[src/rtl/linear_layer_start_fifo_srl_rd.sv]
// Read-side start-token FIFO: shift-register storage, occupancy counter and a
// first-word-fall-through output register. Optional sticky error flag: SRL_FIFO_ERR_FLAG_EN.
module linear_layer_start_fifo_srl_rd #(
  parameter int DATA_WIDTH = 1,
  parameter int ADDR_WIDTH = 1,
  parameter int DEPTH      = 2
) (
  input  logic                  clk,
  input  logic                  reset,
  input  logic                  if_write_ce,
  input  logic                  if_write,
  input  logic [DATA_WIDTH-1:0] if_din,
  output logic                  if_full_n,
  input  logic                  if_read_ce,
  input  logic                  if_read,
  output logic [DATA_WIDTH-1:0] if_dout,
  output logic                  if_empty_n
`ifdef SRL_FIFO_ERR_FLAG_EN
  ,
  output logic                  if_err
`endif
);

  logic [DATA_WIDTH-1:0] r_mem [0:DEPTH-1];
  logic [ADDR_WIDTH:0]   r_cnt;
  logic                  r_dout_vld;
  logic [DATA_WIDTH-1:0] r_dout;

  logic                  w_push;
  logic                  w_pop;
  logic                  w_take;
  logic                  w_load;
  logic                  w_cnt_nz;
  logic [ADDR_WIDTH-1:0] w_rd_addr;

  assign w_push    = if_write & if_write_ce & if_full_n;
  assign w_pop     = if_read & if_read_ce & if_empty_n;
  assign w_cnt_nz  = (r_cnt != '0);
  // The output register wants a new head when it is empty or being popped.
  assign w_take    = ~r_dout_vld | w_pop;
  assign w_load    = w_take & w_cnt_nz;
  assign w_rd_addr = ADDR_WIDTH'(r_cnt - 1'b1);

  // NOTE: storage has no reset on purpose; r_cnt alone decides which entries
  // are meaningful, so resetting the array would only add reset fan-out.
  always_ff @(posedge clk) begin
    if (w_push) begin
      for (int i = DEPTH - 1; i > 0; i--) begin
        r_mem[i] <= r_mem[i-1];
      end
      r_mem[0] <= if_din;
    end
  end

  // NOTE: state uses non-blocking assignments so the load reads the pre-shift
  // array; a simultaneous push and load therefore keeps FIFO order intact.
  always_ff @(posedge clk) begin
    if (reset) begin
      r_cnt      <= '0;
      r_dout_vld <= 1'b0;
      r_dout     <= '0;
    end else begin
      if (w_load) begin
        r_dout     <= r_mem[w_rd_addr];
        r_dout_vld <= 1'b1;
      end else if (w_take) begin
        r_dout_vld <= 1'b0;
      end

      case ({w_push, w_load})
        2'b10:   r_cnt <= r_cnt + 1'b1;
        2'b01:   r_cnt <= r_cnt - 1'b1;
        default: r_cnt <= r_cnt;
      endcase
    end
  end

  assign if_full_n  = (r_cnt != (ADDR_WIDTH+1)'(DEPTH));
  assign if_empty_n = r_dout_vld;
  assign if_dout    = r_dout;

`ifdef SRL_FIFO_ERR_FLAG_EN
  logic r_err;

  always_ff @(posedge clk) begin
    if (reset) begin
      r_err <= 1'b0;
    end else if ((if_write & if_write_ce & ~if_full_n) |
                 (if_read  & if_read_ce  & ~if_empty_n)) begin
      r_err <= 1'b1;
    end
  end

  assign if_err = r_err;
`endif

endmodule
[config.mk]
export PLATFORM = sky130hd
export DESIGN_NAME = linear_layer_start_fifo_srl_rd
export DESIGN_NICKNAME = d
export VERILOG_FILES = /design/src/rtl/linear_layer_start_fifo_srl_rd.sv
export SDC_FILE = /design/constraint.sdc
export NUM_CORES = 1
export LEC_CHECK = 0
export ABC_AREA = 1
export ABC_CLOCK_PERIOD_IN_PS = 1900
export BUFFER_PORTS_ARGS = -buffer_cell sky130_fd_sc_hd__buf_2
export CAP_MARGIN = 0
export CORE_AREA = 2 2 39 41
export CTS_CLUSTER_SIZE = 40
export DETAILED_ROUTE_END_ITERATION = 16
export DIE_AREA = 0 0 41 43
export PLACE_DENSITY = 0.51
export SYNTH_ARGS = -nofsm -noshare
export SYNTH_HDL_FRONTEND = slang
export SYNTH_SLANG_ARGS = --single-unit
[constraint.sdc]
create_clock -name clk -period 1.9 [get_ports clk]
set_clock_uncertainty 0.05 [all_clocks]
set_input_delay 0.38 -clock clk [delete_from_list [all_inputs] [get_ports clk]]
set_output_delay 0.38 -clock clk [all_outputs]
set_load 0.01 [all_outputs]
; ---- Word-level counts from Yosys, hierarchy flattened
; Memories as Yosys holds them, arrays and structs flattened. A register that Yosys moved wholly into a read port is not among the register bits.
; Index checks and enable logic that the tools add are counted.
[word_totals]
register_bits = 3
latch_bits = 0
ram_bits = 2
rom_bits = 0
in_bits = 7
output_inout_bits = 3
wordCells = 23
memories = 1
[classes]
add_sub_neg = 2
mul = 0
div_mod_pow = 0
n_lt_le_gt_ge = 0
n_eq_ne = 3
n_shift = 0
n_mux = 5
bitwise = 7
n_reduce_logical = 3
[mem_list]
columns = name, depth, word_bits, read_ports, rd_clocked_by_memory_dff, write_ports, line
row1 = r_mem, 2, 1, 2, 1, 2, 24  ; logic [DATA_WIDTH-1:0] r_mem [0:DEPTH-1];
[ops]
columns = cell, n
row1 = $reduce_bool 2->1, 3
row2 = $and 1x1->1, 5
row3 = $mux 1, 4
row4 = $pmux 2 s2, 1
row5 = $add 2x1->2 const B, 1
row6 = $eq 2x1->1 const B, 1
row7 = $eq 2x2->1 const B, 1
row8 = $ne 2x2->1 const B, 1
row9 = $sub 2x1->2 const B, 1
row10 = $not 1->1, 1
row11 = $or 1x1->1, 1

; ---- Logic depth before layout (Yosys ltp)
; Gate-level depths: netlist of run 1.
[depth]
ltp_word = 6
ltp_mapped = 10
ltp_nobuf = 10

; ---- Worst setup path after synthesis of run 1
; Ideal clock, no wire load.
[synth_timing]
path_kind = register to register
start = register r_cnt[0]
end = register r_cnt[0]
setup_time_ps = 121
arrival_ps = 1304
required_ps = 1729
slack_ps = 425
stages_incl_launch_ff = 9
synth_period_minus_slack_ps = 1475
cell_sequence = dfxtp_1 > inv_2 > ha_1 > inv_1 > nand3_1 > ha_1 > inv_1 > o21ai_0 > a21oi_1
[synth_between]
elab_chain_cells = 4
elab_cells_between_ends = 10
[synth_rtl]
columns = element, line
row1 = start: declaration, 25  ; logic [ADDR_WIDTH:0] r_cnt;
row2 = start signal: assignment, 71  ; 2'b10: r_cnt <= r_cnt + 1'b1;
row3 = start signal: assignment, 72  ; 2'b01: r_cnt <= r_cnt - 1'b1;
row4 = start signal: assignment, 73  ; default: r_cnt <= r_cnt;
row5 = $ne 2x2->1 (*), 78  ; assign if_full_n = (r_cnt != (ADDR_WIDTH+1)'(DEPTH));
row6 = named net if_full_n, 13  ; output logic if_full_n,
row7 = $and 1x1->1 (*), 36  ; assign w_push = if_write & if_write_ce & if_full_n;
row8 = $eq 2x1->1 / $eq 2x2->1 (equally long branches), 70  ; case ({w_push, w_load})
row9 = $pmux 2 s2 / $reduce_bool 2->1 (equally long branches), n/a
; Mark *: on every way through the listed nets, which the timed path passes. The rest lies on a longest branch.
; A chain may end at the register's enable or synchronous reset.

; ---- Worst setup path in the final report of run 1
[layout_timing]
start = register r_cnt[0]
end = register r_cnt[0]
[layout_between]
elab_chain_cells = 4
elab_cells_between_ends = 10
[layout_rtl]
columns = element, line
row1 = $ne 2x2->1 / $reduce_bool 2->1 (equally long branches), "78, 38"
row2 = "$and 1x1->1, on equally long branches", "36, 41"
row3 = $eq 2x1->1 / $eq 2x2->1 (equally long branches), 70
row4 = $pmux 2 s2 / $reduce_bool 2->1 (equally long branches), n/a
; Parallel ways exist; a longest one is shown, timed or not.

==> results.md, run 1 <==
- Highest clock rate: around 0.65 GHz
- Crit Path Class: reg2reg
- Buffers on Ports: 9
- Cts hold-fix bufs: 0
- Fraction of layout cells with a size suffix above 1: 32.0%
- Total power: 0.597 mW
- Post-CTS Resized: 0
- Post-Syn Area: 302 µm²
- Fin crit period: around 1500 ps
- Reg2Reg Launch Point: r_cnt[0]$_SDFFE_PP0P_
- Clock Tree Buf Depth: 2
- Sequential area share after synthesis: approximately 46%
- H-tree depth: 1
- DR vias: 240
- Antenna Violating Nets Remaining: 0
- Initial Utilization: 21.8%
- Hold Crit Class: in2reg
- Type of origin of the critical path: register
- Total gr overflow: 0
- Vias in the first global route: 189
- All-Layer GR Usage: roughly 7.7%
- Cell Pwr Density: 1520 nW/µm²
- Measured slew at the worst slew-check pin: 135 ps
- Yosys reg bits: 6
- Chip width: around 41 µm
- Aggregate routed wire length: 494 µm
- Relative slew slack: 90.9%
- Leakage: 0.215 nW
- Crit end category: register
- First-pass detailed-route iteration total: 2
- Postcts setup bufs: 0
- Clock transition at the registers of the reported paths: 50 ps
- CTS tree: yes
- Residual DRC: 0
- Final Hold Vio Count: 0
- Cts bufs inserted: 3
- Mean area per synthesized cell: 8.15 µm²
- Largest net degree at the start of global routing: 5
- Die Span Y: 43 µm
- Netlist cell types: 12
- Detailed Route Iter0 Violations: 4
- CTS root buf: clkbuf_4
- Antenna violations before repair: 0
- RD Place Congestion: a little over 0.7
- Core ar.: 1380 µm²
- First-pass GRT wire length: 772 µm
- Setup tns final: 0 ps
- RSZ-0062 raised after global routing: no
- Fillers: 140
- CP required: a little under 2000 ps
- # rows: 14
- Clock Latency Late Sink: 250 ps
- Status: complete, no violations
- Syn Nets: 47
- Vias per cell: 3.64
- Max-cap viol count: 0
- DIE AREA: 1760 µm²
- Count of final setup violators: 0
- Synth warn: 0
- Period utilization: 80.6%
- CP Data Arrival Time: about 1600 ps
- CP Launch Point: r_cnt[0]$_SDFFE_PP0P_
- Clock sink count: 6
- Post-Syn Instances: 37
- DP HPWL: 384 µm
- Layout area overhead: 30.3%
- Nets: 61
- Hold path start: if_din
- WL per Instance: 7.48 µm
- ANT cells: 0
- Io pins: 10
- Fin. max-slew vios: 0
- Peak supply drop: 523 µV
- Critical path peak fanout: 4
- Most frequent cells in the layout: inv_1 (9), buf_2 (9), nand2_1 (7)
cell families (layout without fill, tap and decap cells):
group	count (synthesis)	after routing	share of synthesized area (%)
and+or+nand+nor	13	13	19.1
buffers and inverters	10	23	12.4
DFF	6	6	46.5
AOI/OAI and AO/OA	4	4	6.64
adders and majority gates	3	3	12.4
xor gates and xnor gates	1	1	2.91
final timing paths:
path                      endpoint  slack (ps)  depth (start not counted)
max          r_cnt[0]$_SDFFE_PP0P_         370                          8
min             r_mem[0]$_DFFE_PP_         250                          1
max reg2reg  r_cnt[0]$_SDFFE_PP0P_         370                          8
min reg2reg     r_mem[1]$_DFFE_PP_         420                          0
report_power, final:
part	switching (mW)	leakage, nW	internal [mW]
sequential	0.0227	0.0519	0.175
combinational	0.150	0.149	0.116
clock	0.0528	0.0150	0.0800
layout make-up:
cell class | instances | area, µm² | area share (%)
Sequential cell | 6 | 140 | 35.7
Clock buffer | 4 | 26.3 | 6.69
Multi-Input combinational cell | 21 | 124 | 31.5
Inverter | 10 | 37.5 | 9.55
Tap cell | 16 | 20.0 | 5.10
Timing Repair Buffer | 9 | 45.0 | 11.5
worst max-delay path, cell delays in order (launching register included):
cell and delay (ps):
dfxtp_1 360, inv_2 70, ha_1 190, inv_1 60, nand3_1 110, ha_1 320
inv_1 60, o21ai_0 140, a21oi_1 60
per-layer routing:
| layer | vias to the layer above | global-route usage, % | wire length (µm) |
|---|---|---|---|
| met3 | 3 | 9.42 | 75 |
| met1 | 89 | 9.51 | 254 |
| met2 | 13 | 7.19 | 154 |
| met4 | 0 | 4.00 | 8 |
| li1 | 135 | - | - |
| met5 | - | 0 | 0 |
stage by stage:
stage	std cells	setup WS (ps)	hold slack, ps	cell area [µm²]	util [%]
after floorplan	37	425	377	302	-
after global placement	62	397	408	367	26.5
after detailed placement	62	365	410	367	26.5
after CTS	66	355	248	393	28.4
after global routing	66	232	241	393	28.4
final	66	368	255	393	28.4
flip-flops by register name, summed over array words and instances (netlist names):
signal and flops:
r_cnt 2, r_mem 2, if_empty_n 1, if_dout 1
synthesized netlist by cell type (all sizes together):
master,number,area share (%)
xnor2,1,2.9
nor2,2,2.5
nand2,10,15
edfxtp,2,20
o21ai,1,1.7
a21oi,3,5.0
inv,10,12
dfxtp,4,27
ha,3,12
nand3,1,1.7
(Power assumes the default switching activity.)
==> inputs of run 2 (changes only) <==
--- a/config.mk
+++ b/config.mk
@@ -6,14 +6,14 @@
 export NUM_CORES = 1
 export LEC_CHECK = 0
 export ABC_AREA = 1
-export ABC_CLOCK_PERIOD_IN_PS = 1900
+export ABC_CLOCK_PERIOD_IN_PS = 1200
 export BUFFER_PORTS_ARGS = -buffer_cell sky130_fd_sc_hd__buf_2
 export CAP_MARGIN = 0
 export CORE_AREA = 2 2 39 41
 export CTS_CLUSTER_SIZE = 40
 export DETAILED_ROUTE_END_ITERATION = 16
 export DIE_AREA = 0 0 41 43
-export PLACE_DENSITY = 0.51
+export PLACE_DENSITY = 0.53
 export SYNTH_ARGS = -nofsm -noshare
 export SYNTH_HDL_FRONTEND = slang
 export SYNTH_SLANG_ARGS = --single-unit
==> constraint.sdc (replaced) <==
create_clock -name clk -period 1.2 [get_ports clk]
set_clock_uncertainty 0.05 [all_clocks]
set_input_delay 0.24 -clock clk [delete_from_list [all_inputs] [get_ports clk]]
set_output_delay 0.24 -clock clk [all_outputs]
set_load 0.01 [all_outputs]
==> run 2 against run 1 <==
The run now ends with negative setup slack left; combinational power grew to 2.8 times the previous value; routed wire length is 16% higher; design area is 31% higher; non-clock buffer count is 7 higher; via count is 17% higher; sequential share of layout area is 7.9 points lower; die area stayed put; critical path type unchanged; largest power group unchanged.
==> results.md, run 2 (synthesis results as in run 1) <==
- Period utilization: 108% (was 80.6%)
- Worst hold path depth: 1 (unchanged)
- Nets: 68 (was 61)
- Seq pwr share: 25.5% (was 33.1%)
- Largest net degree at the start of global routing: 5 (unchanged)
- FF-to-FF path depth: 8 (unchanged)
- # rows: 14 (unchanged)
- Antenna Violating Nets Remaining: 0 (unchanged)
- Max-cap viol count: 0 (unchanged)
- Die Span Y: 43 µm (unchanged)
- Count of final setup violators: 5 (was 0)
- Buffers on Ports: 9 (unchanged)
- Clock sink count: 6 (unchanged)
- Hold path endpoint: r_mem[0]$_DFFE_PP_ (unchanged)
- Measured slew at the worst slew-check pin: 104 ps (was 135 ps)
- Fraction of layout cells with a size suffix above 1: 63.2% (was 32.0%)
- Layout area overhead: 70.5% (was 30.3%)
- Hold path start: if_din (unchanged)
- R2R setup slack: -100 ps (was 370 ps)
- Cell Pwr Density: 2510 nW/µm² (was 1520 nW/µm²)
- CP Data Arrival Time: 1380 ps (was 1620 ps)
- Clock Latency Late Sink: 240 ps (was 250 ps)
- Detailed Route Iter0 Violations: 4 (unchanged)
- Aggregate routed wire length: 574 µm (was 494 µm)
- DP HPWL: 449 µm (was 384 µm)
- CTS root buf: clkbuf_4 (unchanged)
- Comb power frac: 58.7% (was 44.7%)
- Io pins: 10 (unchanged)
- First-pass GRT wire length: 876 µm (was 772 µm)
- Top flop regs: r_cnt (2), r_mem (2) (unchanged)
- DIE AREA: 1760 µm² (unchanged)
- Clock Tree Buf Depth: 2 (unchanged)
- RSZ-0062 raised after global routing: yes (was no)
- Switching power: 0.467 mW (was 0.226 mW)
- Hold Crit Class: in2reg (unchanged)
- Setup slack after layout: -100 ps (was 368 ps)
- ANT cells: 0 (unchanged)
- Final Hold Vio Count: 0 (unchanged)
- Vias in the first global route: 230 (was 189)
- Crit end category: register (unchanged)
- Crit path largest cell delay: 340 ps (was 360 ps)
- Fin crit period: 1300 ps (was 1530 ps)
- Clk pwr share: 15.8% (was 22.2%)
- Type of origin of the critical path: register (unchanged)
- Core ar.: 1380 µm² (unchanged)
- CP required: 1280 ps (was 1990 ps)
- R2R Path End: r_cnt[0]$_SDFFE_PP0P_ (unchanged)
- Fin. max-slew vios: 0 (unchanged)
- Cts bufs inserted: 3 (unchanged)
- CP cell instances: inv_4, ha_4, inv_4, nand3_4, ha_4, inv_2, o21ai_1, a21oi_1 (was inv_2, ha_1, inv_1, nand3_1, ha_1, inv_1, o21ai_0, a21oi_1)
- Relative slew slack: 93.0% (was 90.9%)
- Crit Path Class: reg2reg (unchanged)
- Setup tns final: -401 ps (was 0 ps)
- Critical path peak fanout: 3 (was 4)
- Total gr overflow: 0 (unchanged)
- Residual DRC: 0 (unchanged)
- Clock transition at the registers of the reported paths: 50 ps (about the same)
- RD Place Congestion: 0.725 (was 0.709)
- WL per Instance: 7.86 µm (was 7.48 µm)
- Chip width: 41 µm (unchanged)
- Most frequent cells in the layout: buf_2 (9), nand2_1 (7), buf_4 (6) (was inv_1 (9), buf_2 (9), nand2_1 (7))
- Vias per cell: 3.84 (was 3.64)
- Initial Utilization: 21.8% (unchanged)
- Leakage: 0.253 nW (was 0.215 nW)
- First-pass detailed-route iteration total: 4 (was 2)
- Status: complete, but fails checks (was complete, no violations)
- Reg2Reg Launch Point: r_cnt[0]$_SDFFE_PP0P_ (unchanged)
- Failing checks: negative setup slack
- DR vias: 280 (was 240)
- Int Pwr: 0.824 mW (was 0.371 mW)
- Most common cell after layout, fill and taps aside: buf_2
- Slowest-stage cell, CP: dfxtp_2 (was dfxtp_1)
- H-tree depth: 1 (unchanged)
- Peak supply drop: 848 µV (was 523 µV)
- Highest clock rate: 0.769 GHz (was 0.653 GHz)
- CTS tree: yes (unchanged)
- Antenna violations before repair: 0 (unchanged)
- Switch share: 36.2% (was 37.8%)
- All-Layer GR Usage: 8.26% (was 7.68%)
- Total power: 1.29 mW (was 0.597 mW)
==> run 2: cell types whose count changed in the layout (fill, tap and decap cells not counted), moves of 2 or more <==
cell,before,now
inv_1,9,3
buf_4,0,6
inv_2,1,5
ha_1,3,0
dfxtp_2,0,2
ha_4,0,3
inv_4,0,2
dfxtp_1,4,2
==> run 2: metrics by stage <==
| step | worst slack (ps) | cell area [µm²] | utilization (%) | hold WS [ps] | cells |
|---|---|---|---|---|---|
| floorplan | -118 | 359 | - | 259 | 37 |
| global placement | -147 | 454 | 32.8 | 367 | 66 |
| detailed placement | -158 | 454 | 32.8 | 370 | 66 |
| CTS | -115 | 488 | 35.3 | 112 | 71 |
| global route | -158 | 514 | 37.2 | 105 | 73 |
| finish | -100 | 514 | 37.2 | 117 | 73 |
==> run 2: timing repair <==
action | CTS | global route
buffers inserted | 1 | 2
hold buffers | 0 | 0
pin swaps | 3 | 0
cloned | 0 | 0
resized for setup | 3 | 3
endpoints found under the setup margin | 5 | 5
==> run 2: how the worst max path moves through the flow <==
stage                     depth (start not counted)                    end  slack [ps]                   from
final                                             8  r_cnt[0]$_SDFFE_PP0P_        -100  r_cnt[0]$_SDFFE_PP0P_
after global routing                              9  r_cnt[0]$_SDFFE_PP0P_        -160  r_cnt[0]$_SDFFE_PP0P_
after CTS                                         8  r_cnt[0]$_SDFFE_PP0P_        -120  r_cnt[0]$_SDFFE_PP0P_
after detailed placement                          9  r_cnt[0]$_SDFFE_PP0P_        -160  r_cnt[1]$_SDFFE_PP0P_
after global placement                            9  r_cnt[0]$_SDFFE_PP0P_        -150  r_cnt[1]$_SDFFE_PP0P_
after floorplan                                   8  r_cnt[0]$_SDFFE_PP0P_        -120  r_cnt[0]$_SDFFE_PP0P_
==> run 2: area by class of cell <==
class                           count  area [µm²]
Clock buffer                        4        26.3
Fill cell                         145         870
Timing Repair Buffer               16         101
Sequential cell                     6         143
Tap cell                           16        20.0
Multi-Input combinational cell     21         181
Inverter                           10        42.5
==> run 2: metal layers <==
| layer | track usage [%] | vias up | wire [µm] | part of all wire [%] |
|---|---|---|---|---|
| li1 | - | 152 | - | - |
| met1 | 8.12 | 116 | 243 | 42 |
| met2 | 11.3 | 12 | 271 | 47 |
| met3 | 7.85 | 0 | 59 | 10 |
| met4 | 4.00 | 0 | 0 | 0 |
| met5 | 0 | - | 0 | 0 |
==> run 2: worst max-delay path: cells and delay by family, from the launching register on <==
family / cells / cell delay, ps
flops: 1 / 340
simple gates: 1 / 70
compound gates: 2 / 160
fa+ha+maj: 2 / 430
buf+inv: 3 / 140
==> run 2: power by group through the flow <==
stage | sequential (mW) | clock, mW | combinational, mW
after floorplan | 0.350 | 0 | 0.432
after global placement | 0.329 | 0 | 0.639
after detailed placement | 0.332 | 0 | 0.648
after CTS | 0.331 | 0.214 | 0.679
after global routing | 0.337 | 0.234 | 0.840
final | 0.329 | 0.205 | 0.758
==> inputs of run 3 (changes only) <==
--- a/config.mk
+++ b/config.mk
@@ -14,6 +14,7 @@
 export DETAILED_ROUTE_END_ITERATION = 16
 export DIE_AREA = 0 0 41 43
 export PLACE_DENSITY = 0.53
+export RECOVER_POWER = 100
 export SYNTH_ARGS = -nofsm -noshare
 export SYNTH_HDL_FRONTEND = slang
 export SYNTH_SLANG_ARGS = --single-unit
==> run 3 against run 2 <==
The run still ends with negative setup slack left; flip-flop and latch count stayed put; routed wire length is 0.52% higher; first-iteration DRC count stayed put; core utilization is 0.18 points lower; non-clock buffer count stayed put; clock-buffer cell count stayed put; worst setup slack stayed put; total power is 0.45% lower.
==> results.md, run 3 (synthesis results as in run 1) <==
- RD Place Congestion: 0.725 (unchanged)
- First-pass GRT wire length: 876 µm (unchanged)
- Final Hold Vio Count: 0 (unchanged)
- Fin. max-slew vios: 0 (unchanged)
- Failing checks: negative setup slack (unchanged)
- Chip width: 41 µm (unchanged)
- Crit end category: register (unchanged)
- Total power: 1.29 mW (about the same)
- Fraction of layout cells with a size suffix above 1: 59.6% (was 63.2%)
- Cts bufs inserted: 3 (unchanged)
- CP cell instances: inv_4, ha_4, inv_4, nand3_4, ha_4, inv_2, o21ai_1, a21oi_1 (unchanged)
- Crit path largest cell delay: 340 ps (about the same)
- Hold Crit Class: in2reg (unchanged)
- CP Data Arrival Time: 1380 ps (about the same)
- DR vias: 280 (unchanged)
- Core ar.: 1380 µm² (unchanged)
- DP HPWL: 449 µm (unchanged)
- Cts hold-fix bufs: 0 (unchanged)
- Die Span Y: 43 µm (unchanged)
- Measured slew at the worst slew-check pin: 135 ps (was 104 ps)
- Type of origin of the critical path: register (unchanged)
- Area after DPL: 454 µm² (unchanged)
- Residual DRC: 0 (unchanged)
- Relative slew slack: 91.0% (was 93.0%)
- Routed wl met3: 61 µm (was 59 µm)
- Clock transition at the registers of the reported paths: 50 ps (about the same)
- Most frequent cells in the layout: nand2_1 (7), buf_2 (7), buf_4 (6) (was buf_2 (9), nand2_1 (7), buf_4 (6))
- Clock Tree Buf Depth: 2 (unchanged)
- Fin crit period: 1300 ps (unchanged)
- Uppermost layer routed: met3 (unchanged)
- Clock Latency Late Sink: 240 ps (about the same)
- Count of final setup violators: 5 (unchanged)
- Post-place setup slack: -158 ps (unchanged)
- RSZ-0062 raised after global routing: yes (unchanged)
- Setup slack after layout: -100 ps (unchanged)
- Buffers on Ports: 9 (unchanged)
- Nets: 68 (unchanged)
- Slowest-stage cell, CP: dfxtp_2 (unchanged)
- Detailed Route Iter0 Violations: 4 (unchanged)
- Top flop regs: r_cnt (2), r_mem (2) (unchanged)
- CP required: 1280 ps (about the same)
- Layout area overhead: 69.7% (was 70.5%)
- Io pins: 10 (unchanged)
- # rows: 14 (unchanged)
- Design area: 512 µm² (was 514 µm²)
- Critical path peak fanout: 3 (unchanged)
- WL per Instance: 7.90 µm (was 7.86 µm)
- Period utilization: 108% (unchanged)
- Vias per cell: 3.84 (unchanged)
- First-pass detailed-route iteration total: 4 (unchanged)
- All-Layer GR Usage: 8.26% (unchanged)
- ANT cells: 0 (unchanged)
- Largest net degree at the start of global routing: 5 (unchanged)
- H-tree depth: 1 (unchanged)
- Peak supply drop: 844 µV (was 848 µV)
- Met2 routed WL: 271 µm (unchanged)
- Max-cap viol count: 0 (unchanged)
- Vias in the first global route: 230 (unchanged)
- Aggregate routed wire length: 577 µm (was 574 µm)
- Antenna violations before repair: 0 (unchanged)
- CTS tree: yes (unchanged)
- Crit Path Class: reg2reg (unchanged)
- Total gr overflow: 0 (unchanged)
- Initial Utilization: 21.8% (unchanged)
- CTS root buf: clkbuf_4 (unchanged)
- Leakage: 0.245 nW (was 0.253 nW)
- R2R setup slack: -100 ps (about the same)
- Met1 wire length: 245 µm (was 243 µm)
- Antenna Violating Nets Remaining: 0 (unchanged)
- Cell Pwr Density: 2510 nW/µm² (about the same)
- Highest clock rate: 0.769 GHz (unchanged)
- DIE AREA: 1760 µm² (unchanged)
- Fillers: 147 (was 145)
- Clock sink count: 6 (unchanged)
- Status: complete, but fails checks (unchanged)
run 3: per-layer routing:
layer,vias up,GRT usage [%]
met5,-,0
met4,0,4.00
met3,0,7.85
met2,12,11.3
met1,116,8.12
li1,152,-
run 3: area by class of cell:
cell class                      count  area, µm²  share of cell area (%)
Inverter                           10       42.5                    8.31
Tap cell                           16       20.0                    3.91
Multi-Input combinational cell     21        181                    35.5
Timing Repair Buffer               16       98.8                    19.3
Clock buffer                        4       26.3                    5.13
Sequential cell                     6        143                    27.9
run 3: worst paths after layout:
| check | start | endpoint | cells past startpoint |
|---|---|---|---|
| max | r_cnt[0]$_SDFFE_PP0P_ | r_cnt[0]$_SDFFE_PP0P_ | 8 |
| min | if_din | r_mem[0]$_DFFE_PP_ | 1 |
| max reg2reg | r_cnt[0]$_SDFFE_PP0P_ | r_cnt[0]$_SDFFE_PP0P_ | 8 |
| min reg2reg | r_mem[0]$_DFFE_PP_ | r_mem[1]$_DFFE_PP_ | 0 |
run 3: through the flow:
stage / setup TNS (ps) / hold slack [ps] / instances / utilization [%]
6_report: -401 / 117 / 73 / 37.0
5_1_grt: -664 / 105 / 73 / 37.0
4_1_cts: -283 / 112 / 71 / 35.3
3_5_place_dp: -352 / 370 / 66 / 32.8
3_3_place_gp: -328 / 367 / 66 / 32.8
2_1_floorplan: -202 / 259 / 37 / -
run 3: worst max-delay path, delay by kind of cell (launching register included):
family	cells	cell delay [ps]
fa+ha+maj	2	430
simple gates	1	70
buf+inv	3	140
compound gates	2	160
flops	1	340
run 3: timing repair:
item / 4_1_cts / 5_1_grt
gates resized for setup: 3 / 3
setup endpoints to repair: 5 / 5
setup buffers: 1 / 2
pin swaps: 3 / 0
run 3: where the power goes:
group	switching (mW)	internal, mW	total, mW
registers	0.0465	0.284	0.330
clock network	0.0784	0.126	0.205
logic	0.344	0.407	0.751
